<file path="config.mk">
export PLATFORM = sky130hd
export DESIGN_NAME = hazard_ctrl
export DESIGN_NICKNAME = d
export VERILOG_FILES = /design/src/rtl/hazard_ctrl.sv
export SDC_FILE = /design/constraint.sdc
export NUM_CORES = 1
export LEC_CHECK = 0
export BUFFER_PORTS_ARGS = -buffer_cell sky130_fd_sc_hd__buf_2
export CELL_PAD_IN_SITES_DETAIL_PLACEMENT = 1
export CELL_PAD_IN_SITES_GLOBAL_PLACEMENT = 1
export CORE_ASPECT_RATIO = 1.4
export CORE_UTILIZATION = 40
export CTS_CLUSTER_DIAMETER = 80
export CTS_CLUSTER_SIZE = 12
export DETAILED_ROUTE_END_ITERATION = 10
export HOLD_SLACK_MARGIN = 0.08
export PLACE_DENSITY = 0.88
export SLEW_MARGIN = 10
export SYNTH_ARGS = -nofsm -noshare
export SYNTH_HDL_FRONTEND = slang
export SYNTH_SLANG_ARGS = --single-unit
export TNS_END_PERCENT = 20
</file>
<file path="constraint.sdc">
create_clock -name clk -period 4.2 [get_ports clk]
set_clock_uncertainty 0.2 [all_clocks]
set_input_delay 0.84 -clock clk [delete_from_list [all_inputs] [get_ports clk]]
set_output_delay 0.84 -clock clk [all_outputs]
set_load 0.01 [all_outputs]
</file>
<file path="src/rtl/hazard_ctrl.sv">
// Pipeline hazard controller: operand forwarding selects, load-use and multi-cycle stalls,
// redirect flushes and stall/flush performance counters.
module hazard_ctrl #(
    parameter int unsigned NUM_SRC        = 2,
    parameter int unsigned REG_ADDR_W     = 5,
    parameter int unsigned FWD_STAGES     = 3,
    parameter int unsigned LOAD_FWD_STAGE = 1,
    parameter int unsigned MC_LATENCY     = 4,
    parameter int unsigned CNT_W          = 32,
    localparam int unsigned SEL_W         = $clog2(FWD_STAGES + 1)
) (
    input  logic                             clk,
    input  logic                             rst,
    input  logic [NUM_SRC*REG_ADDR_W-1:0]    src_addr,
    input  logic [NUM_SRC-1:0]               src_valid,
    input  logic [FWD_STAGES*REG_ADDR_W-1:0] stage_rd_addr,
    input  logic [FWD_STAGES-1:0]            stage_regwrite,
    input  logic [FWD_STAGES-1:0]            stage_is_load,
    input  logic                             mc_start,
    input  logic                             ex_redirect,
    output logic [NUM_SRC*SEL_W-1:0]         fwd_sel,
    output logic                             stall_if,
    output logic                             stall_id,
    output logic                             stall_ex,
    output logic                             flush_id,
    output logic                             flush_ex,
    output logic                             flush_mem,
    output logic                             mc_busy,
    output logic [CNT_W-1:0]                 perf_stall_cnt,
    output logic [CNT_W-1:0]                 perf_flush_cnt
);

    localparam int unsigned MC_W    = (MC_LATENCY >= 2) ? $clog2(MC_LATENCY) : 1;
    localparam int unsigned MC_INIT = (MC_LATENCY >= 3) ? MC_LATENCY - 2 : 0;

    typedef enum logic {StRun, StMcBusy} state_e;

    state_e                   state_q, state_d;
    logic [MC_W-1:0]          mc_cnt_q, mc_cnt_d;
    logic [CNT_W-1:0]         stall_cnt_q, flush_cnt_q;
    logic [NUM_SRC*SEL_W-1:0] sel_raw;
    logic [NUM_SRC-1:0]       load_hit;
    logic                     load_use;
    logic                     redirect_act;

    // Scan oldest to youngest so the youngest matching producer is written last and wins.
    always_comb begin
        sel_raw  = '0;
        load_hit = '0;
        for (int i = 0; i < int'(NUM_SRC); i++) begin
            for (int k = int'(FWD_STAGES) - 1; k >= 0; k--) begin
                if (src_valid[i] && (src_addr[i*REG_ADDR_W +: REG_ADDR_W] != '0) &&
                    stage_regwrite[k] &&
                    (stage_rd_addr[k*REG_ADDR_W +: REG_ADDR_W] ==
                     src_addr[i*REG_ADDR_W +: REG_ADDR_W])) begin
                    sel_raw[i*SEL_W +: SEL_W] = SEL_W'(k + 1);
                    load_hit[i] = stage_is_load[k] && (k < int'(LOAD_FWD_STAGE));
                end
            end
            if (load_hit[i]) begin
                sel_raw[i*SEL_W +: SEL_W] = '0;
            end
        end
    end

    assign load_use = |load_hit;

    always_comb begin
        state_d      = state_q;
        mc_cnt_d     = mc_cnt_q;
        fwd_sel      = sel_raw;
        stall_if     = 1'b0;
        stall_id     = 1'b0;
        stall_ex     = 1'b0;
        flush_id     = 1'b0;
        flush_ex     = 1'b0;
        flush_mem    = 1'b0;
        redirect_act = 1'b0;
        if (rst) begin
            state_d  = StRun;
            mc_cnt_d = '0;
            fwd_sel  = '0;
            flush_id = 1'b1;
            flush_ex = 1'b1;
        end else if (state_q == StMcBusy) begin
            stall_if  = 1'b1;
            stall_id  = 1'b1;
            stall_ex  = 1'b1;
            flush_mem = 1'b1;
            mc_cnt_d  = mc_cnt_q - MC_W'(1);
            if (mc_cnt_q == MC_W'(1)) begin
                state_d = StRun;
            end
        end else if (ex_redirect) begin
            flush_id     = 1'b1;
            flush_ex     = 1'b1;
            redirect_act = 1'b1;
        end else if (mc_start && (MC_LATENCY >= 2)) begin
            stall_if  = 1'b1;
            stall_id  = 1'b1;
            stall_ex  = 1'b1;
            flush_mem = 1'b1;
            if (MC_LATENCY >= 3) begin
                state_d  = StMcBusy;
                mc_cnt_d = MC_W'(MC_INIT);
            end
        end else if (load_use) begin
            stall_if = 1'b1;
            stall_id = 1'b1;
            flush_ex = 1'b1;
        end
    end

    always_ff @(posedge clk) begin
        if (rst) begin
            state_q     <= StRun;
            mc_cnt_q    <= '0;
            stall_cnt_q <= '0;
            flush_cnt_q <= '0;
        end else begin
            state_q  <= state_d;
            mc_cnt_q <= mc_cnt_d;
            if (stall_if) begin
                stall_cnt_q <= stall_cnt_q + CNT_W'(1);
            end
            if (redirect_act) begin
                flush_cnt_q <= flush_cnt_q + CNT_W'(1);
            end
        end
    end

    assign mc_busy        = (state_q == StMcBusy);
    assign perf_stall_cnt = stall_cnt_q;
    assign perf_flush_cnt = flush_cnt_q;

endmodule

</file>
==> metrics.txt, run 1 <==
Pwr per Cell Area 327 nW/um^2; grt peak-use layer met2; Crit Path Class primary input to primary output; Setup TNS Final 0 ps; worst-path cell chain buf_2, or4_1, o21ai_1, nand4b_1, o211ai_1, a21oi_1, buf_2; worst endpoint required time 3160 ps; Worst slew margin 39.4%; number of global-route vias before repair 3,796; crit-path leading delay family simple AND/OR/NAND/NOR gates; Root Buffer clkbuf_16; Final HPWL DP 8210 um; final setup violation count 0; mapped cell area 3630 um^2; Worst Hold Endpoint perf_stall_cnt[31]; Core ar. 8710 um^2; Routed Antenna Nets 0; CP peak stage delay 550 ps; gr usage total 24.1%; Setup crit end kind primary output; syn_area_per_cell 8.24 um^2; synth warn 0; Longest Clk Path Bufs 2; Fmax 0.265 GHz; Post-Syn Nets 481; Hold Startpoint perf_stall_cnt[31]; reg2reg setup slack 1580 ps; Worst Hold Class flop to flop; Clk Latency, worst-skew pair 330 ps; P_leak 1.81 nW; clock slew at reported path FFs 50 ps; Initial Utilization 41.7%; initial DRC count 118; hold path depth 2; DRC violations left 0; GPL Wtd Cong 0.822; synthesized flop and latch total 67; Slew @ Worst Pin 903 ps; CTS Sinks 67; Die X 82.5 um; area growth from synthesis to final layout 23.9%; Placed Area 4220 um^2; first drt pass iteration count 5; Syn Inst Count 441; Die ar. 9470 um^2; Distinct cells, synth 45; Final period util 89.7%; reg2reg start perf_stall_cnt[7]; final core utilization 51.7%; minimum clock period 3770 ps; Slew Limit Fails 0; Layout Nets 585; number of post-CTS setup repair buffers 0; Die H 115 um; pin count of the biggest net entering global routing 40; via count 3,758; Std-Cell Rows 40; Startpoint Class primary input; initial antenna violation count 0; Routed wire per std cell 16.7 um; VDD IR max 0.276 mV; final hold violation count 0; capture point of the worst reg-to-reg path perf_stall_cnt[29]; Arr. time, crit path 2730 ps; Resize count post-CTS 0; proportion of layout cells with a drive suffix above 1 26.2%; max-cap viol count 0; fin area 4500 um^2; I/O Buffers 109; met2 Use GR 44.4%; sequential-to-total area share from yosys stat 36.9%; CP Max Fanout 11; unrepaired setup endpoints after global routing false; vias per cell 5.74; cts bufs inserted 9; CTS tree done; met1 usage 25.0%; Critical Path Slowest Stage Cell or4_1; # diodes 0; IO Pins 112; status complete, no violations; Fillers 1,126; WL final 10,900 um; Most common cell on crit path buf_2; H-Tree Depth 3; Worst Path Buf+Inv 2; CTS Hold Buffers Added 0; GRT Residual Overflow 0; GR Layer Usage met3 6.03%; first-pass GRT wire length 17,400 um; R2R depth 5
[report_power, final]
group | leakage, nW | switching (mW) | internal, mW | total [mW]
logic | 1.13 | 0.0731 | 0.0478 | 0.121
clock network | 0.141 | 0.277 | 0.427 | 0.704
registers | 0.540 | 0.00642 | 0.641 | 0.648
[registers in the layout (all words and copies together), names as in the netlist]
name,cells
mc_busy,1
mc_cnt_q,2
perf_flush_cnt,32
perf_stall_cnt,32
[per-stage QoR]
stage	setup slack, ps	hold slack [ps]	cells	power [mW]
floorplan	754	295	441	0.734
global placement	515	264	639	0.775
detailed placement	453	286	639	0.783
CTS	450	294	655	1.48
global route	306	321	655	1.52
finish	433	289	655	1.47
[synthesized netlist by cell type (all sizes together)]
| cell type | count | area share [%] |
|---|---|---|
| a211oi | 1 | 0.21 |
| a21oi | 35 | 4.8 |
| a311o | 2 | 0.62 |
| a311oi | 3 | 0.72 |
| a31o | 2 | 0.48 |
| and3 | 9 | 1.6 |
| and4 | 3 | 0.72 |
| buf | 12 | 2.2 |
| clkbuf | 8 | 1.1 |
| dfxtp | 67 | 37 |
| ha | 3 | 1.0 |
| inv | 13 | 1.3 |
| mux2 | 2 | 0.62 |
| mux2i | 3 | 0.83 |
| nand2 | 26 | 2.7 |
| nand2b | 1 | 0.17 |
| nand3 | 23 | 3.2 |
| nand4 | 17 | 2.9 |
| nand4b | 2 | 0.48 |
| nor2 | 43 | 4.4 |
| nor2b | 5 | 0.86 |
| nor3 | 11 | 1.7 |
| nor4 | 8 | 1.7 |
| o211a | 2 | 0.55 |
| o211ai | 2 | 0.41 |
| o21a | 2 | 0.41 |
| o21ai | 26 | 3.6 |
| o311ai | 1 | 0.24 |
| o31a | 2 | 0.48 |
| o31ai | 9 | 1.9 |
| o41ai | 1 | 0.24 |
| or2 | 5 | 0.86 |
| or3 | 26 | 4.5 |
| or4 | 11 | 2.3 |
| xnor2 | 26 | 6.3 |
| xor2 | 29 | 7.0 |
[layer usage]
layer	part of all wire, %	routed length (um)
met1	38	4170
met4	1.9	204
met2	56	6080
met5	0	0
met3	4.5	487
[worst reg2reg max path, cell delays in order, from the launching register on]
cell and delay (ps):
dfxtp_1 450, nand4_1 260, nor3_2 610, nand4_1 330
or4_1 540, a21oi_1 160
[final cells by class]
class	count	area, um^2	area share, %
Clock buffer	11	253	5.62
Clock inverter	5	27.5	0.612
Inverter	13	48.8	1.08
Multi-Input combinational cell	341	2120	47.2
Sequential cell	67	1340	29.8
Tap cell	105	131	2.92
Timing Repair Buffer	113	576	12.8
[worst max path at each step]
| stage | startpoint | to | slack [ps] | cells past startpoint |
|---|---|---|---|---|
| 6_report | src_addr[6] | fwd_sel[2] | 430 | 7 |
| 3_5_place_dp | src_addr[6] | flush_ex | 450 | 7 |
| 5_1_grt | src_addr[6] | fwd_sel[2] | 310 | 7 |
| 4_1_cts | src_addr[6] | fwd_sel[2] | 450 | 7 |
| 2_1_floorplan | src_addr[6] | stall_if | 750 | 8 |
| 3_3_place_gp | src_addr[6] | flush_ex | 510 | 7 |
[layout by cell type (no fill, tap or decap), types with 17 or more instances in the layout]
master   count
buf_2      109
dfxtp_1     67
nor2_1      43
a21oi_1     35
xor2_1      29
xnor2_1     26
nand2_1     26
or3_1       26
o21ai_0     24
nand3_1     23
nand4_1     17
[cell families after synthesis]
group | count (synthesis) | synth area share (%)
AND/OR/NAND/NOR | 190 | 28.0
adder cells (fa/ha/maj) | 3 | 1.03
buffers and inverters | 33 | 4.65
XOR/XNOR | 55 | 13.3
AO/OA/AOI/OAI | 88 | 14.6
multiplexers | 5 | 1.45
flip-flops | 67 | 36.9
(Power assumes the default switching activity.)
==> inputs of run 2 (changes only) <==
SETUP_SLACK_MARGIN = 0.5   (was default)
SKIP_LAST_GASP = 1   (was default)
==> run 2 against run 1 <==
Cell area grew 0.67%. Routed wire length increased by 1.0%. Fmax up 3.1%. Utilization rose by 0.34 points. Critical path depth rose by 1. Sequential cell count did not move. Non-clock buffer count increased by 4. Critical path type unchanged. Die area unchanged. Power barely moved. Worst hold slack better by 0.62 ps. Combinational power is essentially flat. Clock-buffer cell count unchanged.
==> metrics.txt, run 2 (synthesis results as in run 1) <==
status complete, no violations; CTS tree done; Switching Power 0.357 mW (+0.14%); gr usage total 24.2% (+0.081 points); CTS Hold Buffers Added 0 (unchanged); Std-Cell Rows 40 (unchanged); DRC violations left 0 (unchanged); Resize count post-CTS 0 (unchanged); Startpoint Class primary input; final hold violation count 0 (unchanged); Die ar. 9470 um^2 (unchanged); Layout Nets 589 (+0.68%); final setup violation count 0 (unchanged); WL final 11,100 um (+1.0%); clock share of power 47.8% (about the same); hold_ws 290 ps (+0.625 ps); minimum clock period 3650 ps (-113 ps); CP Max Fanout 8 (-3); VDD IR max 0.277 mV (+0.15%); first-pass GRT wire length 17,500 um (+0.28%); pin count of the biggest net entering global routing 40 (unchanged); Routed wire per std cell 16.8 um (+0.41%); Crit Path Class primary input to primary output; Longest Clk Path Bufs 2 (unchanged); GRT Residual Overflow 0 (unchanged); Core ar. 8710 um^2 (unchanged); final core utilization 52.0% (+0.34 points); max-cap viol count 0 (unchanged); vias per cell 5.74 (about the same); Die X 82.5 um (unchanged); proportion of layout cells with a drive suffix above 1 26.7% (+0.53 points); sequential power share 44.0% (about the same); Die H 115 um (unchanged); Routed Antenna Nets 0 (unchanged); Fmax 0.274 GHz (+3.1%); commonest cells after routing, fill and taps aside buf_2 (109), dfxtp_1 (67), nor2_1 (43); H-Tree Depth 3 (unchanged); Net Sw Frac 24.2% (about the same); I/O Buffers 109 (unchanged); number of global-route vias before repair 3,802 (+0.16%); Combinational Power Share 8.3% (about the same); Clk Latency, worst-skew pair 330 ps (about the same); Final period util 87.0% (-2.7 points); cts bufs inserted 9 (unchanged); Initial Utilization 41.7% (unchanged); Pint 1.12 mW (about the same); Setup crit end kind primary output; number of post-CTS setup repair buffers 2 (+2); Arr. time, crit path 2610 ps (-120 ps); Root Buffer clkbuf_16; GPL Wtd Cong 0.822 (unchanged); commonest non-fill, non-tap cell in the layout buf_2; hold path depth 2 (unchanged); via count 3,784 (+0.69%); Worst slew margin 40.2% (+0.83 points); # diodes 0 (unchanged); first drt pass iteration count 5 (unchanged); area growth from synthesis to final layout 24.7%; initial DRC count 90 (-24%); R2R depth 5 (unchanged); Worst Hold Class flop to flop; IO Pins 112 (unchanged); initial antenna violation count 0 (unchanged); worst endpoint required time 3160 ps (about the same); Final HPWL DP 8210 um (unchanged); Pwr per Cell Area 325 nW/um^2 (-0.60%); clock slew at reported path FFs 50 ps (about the same); CTS Sinks 67 (unchanged); P_leak 1.82 nW (+0.92%); Slew @ Worst Pin 890 ps (-12.3 ps); Setup TNS Final 0 ps (unchanged); unrepaired setup endpoints after global routing true; Slew Limit Fails 0 (unchanged)
## run 2: path summary, 6_finish.rpt
path	end	startpoint	slack, ps
min	perf_stall_cnt[31]	perf_stall_cnt[31]	290
min reg2reg	perf_stall_cnt[31]	perf_stall_cnt[31]	290
max	flush_ex	src_addr[6]	550
max reg2reg	perf_stall_cnt[29]	perf_stall_cnt[7]	1590
## run 2: power by group through the flow
stage	registers (mW)	logic, mW	clock network [mW]
6_report	0.648	0.122	0.704
2_1_floorplan	0.661	0.0724	0
5_1_grt	0.648	0.134	0.739
3_5_place_dp	0.662	0.122	0
3_3_place_gp	0.661	0.114	0
4_1_cts	0.648	0.123	0.714
## run 2: area by class of cell
type | count | area [um^2]
fillers | 1127 | 4180
multi-input cells | 341 | 2120
flip-flops and latches | 67 | 1340
repair buffers | 117 | 606
clock buffers | 11 | 253
well taps | 105 | 131
inverters | 13 | 48.8
clock inverters | 5 | 27.5
## run 2: worst max-delay path, cell delays in order
cell      delay (ps)
buf_2            140
or4_1            560
o21ai_1          310
nand4b_1         170
buf_4            160
nand2_1           60
a31o_2           240
buf_2            130
## run 2: through the flow
| stage | setup slack [ps] | power (mW) | std cells | area, um^2 |
|---|---|---|---|---|
| finish | 546 | 1.47 | 659 | 4530 |
| global route | 452 | 1.52 | 659 | 4530 |
| CTS | 488 | 1.48 | 657 | 4510 |
| detailed placement | 453 | 0.783 | 639 | 4220 |
| global placement | 515 | 0.775 | 639 | 4220 |
| floorplan | 754 | 0.734 | 441 | 3630 |
## run 2: layer usage
metal  vias to the layer above  track usage, %  share of wire, %  wire length, um
li1                       1810               -                 -                -
met1                      1855            25.1                38             4190
met2                       100            44.5                55             6090
met3                        19            5.95               4.5              496
met4                         0            11.0               2.5              273
met5                         -               0                 0                0
==> inputs of run 3 (changes only) <==
HOLD_SLACK_MARGIN = default   (was 0.08)
RECOVER_POWER = 25   (was default)
SKIP_LAST_GASP = default   (was 1)
==> run 3 against run 2 <==
Clock-buffer cell count unchanged. Non-clock buffer count is the same. Register-to-register slack is essentially flat. Largest cell class unchanged. Sequential share of layout area up 0.25 points. Clock power about the same. Setup slack better by 2.2 ps. Via count about the same. Largest power group unchanged. Fmax barely moved. Global-route usage did not move. Power fell by 0.11%.
==> metrics.txt, run 3 (synthesis results as in run 1) <==
status complete, no violations; first-pass GRT wire length 17,500 um (unchanged); Pwr per Cell Area 328 nW/um^2 (+0.72%); Std-Cell Rows 40 (unchanged); Critical Path Slowest Stage Cell or4_1; metal1 wirelength 4210 um (+0.31%); IO Pins 112 (unchanged); reg2reg start perf_stall_cnt[7]; CP Max Fanout 8 (unchanged); Worst Setup Slack, final 548 ps (+2.16 ps); Slew Limit Fails 0 (unchanged); proportion of layout cells with a drive suffix above 1 21.3% (-5.4 points); Routed wire per std cell 16.8 um (about the same); Placed Area 4220 um^2 (unchanged); Layout Nets 589 (unchanged); pre-CTS setup slack 453 ps (unchanged); GPL Wtd Cong 0.822 (unchanged); crit path from src_addr[6]; commonest non-fill, non-tap cell in the layout buf_2; Die H 115 um (unchanged); hold path depth 2 (unchanged); P_leak 1.70 nW (-7.0%); Final HPWL DP 8210 um (unchanged); R2R depth 5 (unchanged); first drt pass iteration count 4 (-1); Core ar. 8710 um^2 (unchanged); Finished Layout Cells 659 (unchanged); final hold violation count 0 (unchanged); Inst Count DP 639 (unchanged); Die ar. 9470 um^2 (unchanged); Startpoint Class primary input; initial antenna violation count 0 (unchanged); Longest Clk Path Bufs 2 (unchanged); Clk Latency, worst-skew pair 330 ps (about the same); clock slew at reported path FFs 50 ps (about the same); Worst slew margin 41.5% (+1.3 points); via count 3,783 (-0.026%); VDD IR max 0.277 mV (about the same); fin area 4490 um^2 (-0.83%); met2 WL 6100 um (+0.18%); minimum clock period 3650 ps (-2.16 ps); number of global-route vias before repair 3,802 (unchanged); CP peak stage delay 560 ps (about the same); CTS tree done; max-cap viol count 0 (unchanged); Slew @ Worst Pin 871 ps (-19.3 ps); worst-path cell chain buf_2, or4_1, o21ai_1, nand4b_1, buf_4, nand2_1, a31o_2, buf_2; pin count of the biggest net entering global routing 40 (unchanged); Root Buffer clkbuf_16; Final period util 87.0% (about the same); Setup TNS Final 0 ps (unchanged); WL final 11,100 um (about the same); area growth from synthesis to final layout 23.7%; Hold Startpoint perf_stall_cnt[31]; Crit Path Class primary input to primary output; Most common cell on crit path buf_2; metal3 WL 478 um (-3.6%); GRT Residual Overflow 0 (unchanged); CTS Sinks 67 (unchanged); H-Tree Depth 3 (unchanged); # diodes 0 (unchanged); vias per cell 5.74 (about the same); DRC violations left 0 (unchanged); cts bufs inserted 9 (unchanged); unrepaired setup endpoints after global routing true; Setup crit end kind primary output; Arr. time, crit path 2610 ps (about the same); Worst Hold Class flop to flop; max layer used met4; I/O Buffers 109 (unchanged); commonest cells after routing, fill and taps aside buf_2 (79), dfxtp_1 (67), nor2_1 (43); gr usage total 24.2% (unchanged); Initial Utilization 41.7% (unchanged); Routed Antenna Nets 0 (unchanged); final setup violation count 0 (unchanged); worst endpoint required time 3160 ps (about the same); CTS Hold Buffers Added 0 (unchanged); Fmax 0.274 GHz (about the same); initial DRC count 100 (+11%); Die X 82.5 um (unchanged)
run 3: cell types whose count changed in the layout (fill, tap and decap cells not counted), sizes merged:
cell / previous run / this run
buf: 117 / 87
clkbuf: 11 / 41
run 3: metal layers:
| metal | up-vias | global-route usage, % |
|---|---|---|
| met3 | 18 | 5.95 |
| met5 | - | 0 |
| met2 | 103 | 44.5 |
| met4 | 0 | 11.0 |
| li1 | 1809 | - |
| met1 | 1853 | 25.1 |
run 3: worst max-delay path, delay by kind of cell:
family,cells,cell delay [ps]
and+or+nand+nor,3,790
AOI/OAI and AO/OA,2,540
buffers and inverters,3,430
run 3: metrics by stage:
step                      hold WS (ps)  util, %  power, mW
after floorplan                    295        -      0.734
after global placement             264     48.4      0.775
after detailed placement           286     48.4      0.783
after CTS                          294     51.8       1.48
after global routing               334     51.6       1.52
final                              292     51.6       1.47
run 3: repair_timing:
action | in CTS | in global routing
endpoints found under the setup margin | 5 | 5
cloned | 0 | 0
resized for setup | 0 | 0
buffers inserted | 2 | 2
pin swaps | 0 | 0
run 3: path summary, 6_finish.rpt:
path                        end  slack, ps
max                    flush_ex        550
min          perf_stall_cnt[31]        290
max reg2reg  perf_stall_cnt[29]       1590
min reg2reg  perf_stall_cnt[31]        290
run 3: cell type report:
| type | instances | area (um^2) |
|---|---|---|
| timing repair buffer | 117 | 568 |
| tap | 105 | 131 |
| clock inverter | 5 | 27.5 |
| clock buffer | 11 | 253 |
| inverter | 13 | 48.8 |
| sequential | 67 | 1340 |
| multi-input combinational | 341 | 2120 |
| fill | 1140 | 4220 |
run 3: power by group:
part | internal [mW] | switching (mW)
logic | 0.0475 | 0.0735
clock network | 0.427 | 0.276
registers | 0.641 | 0.00643
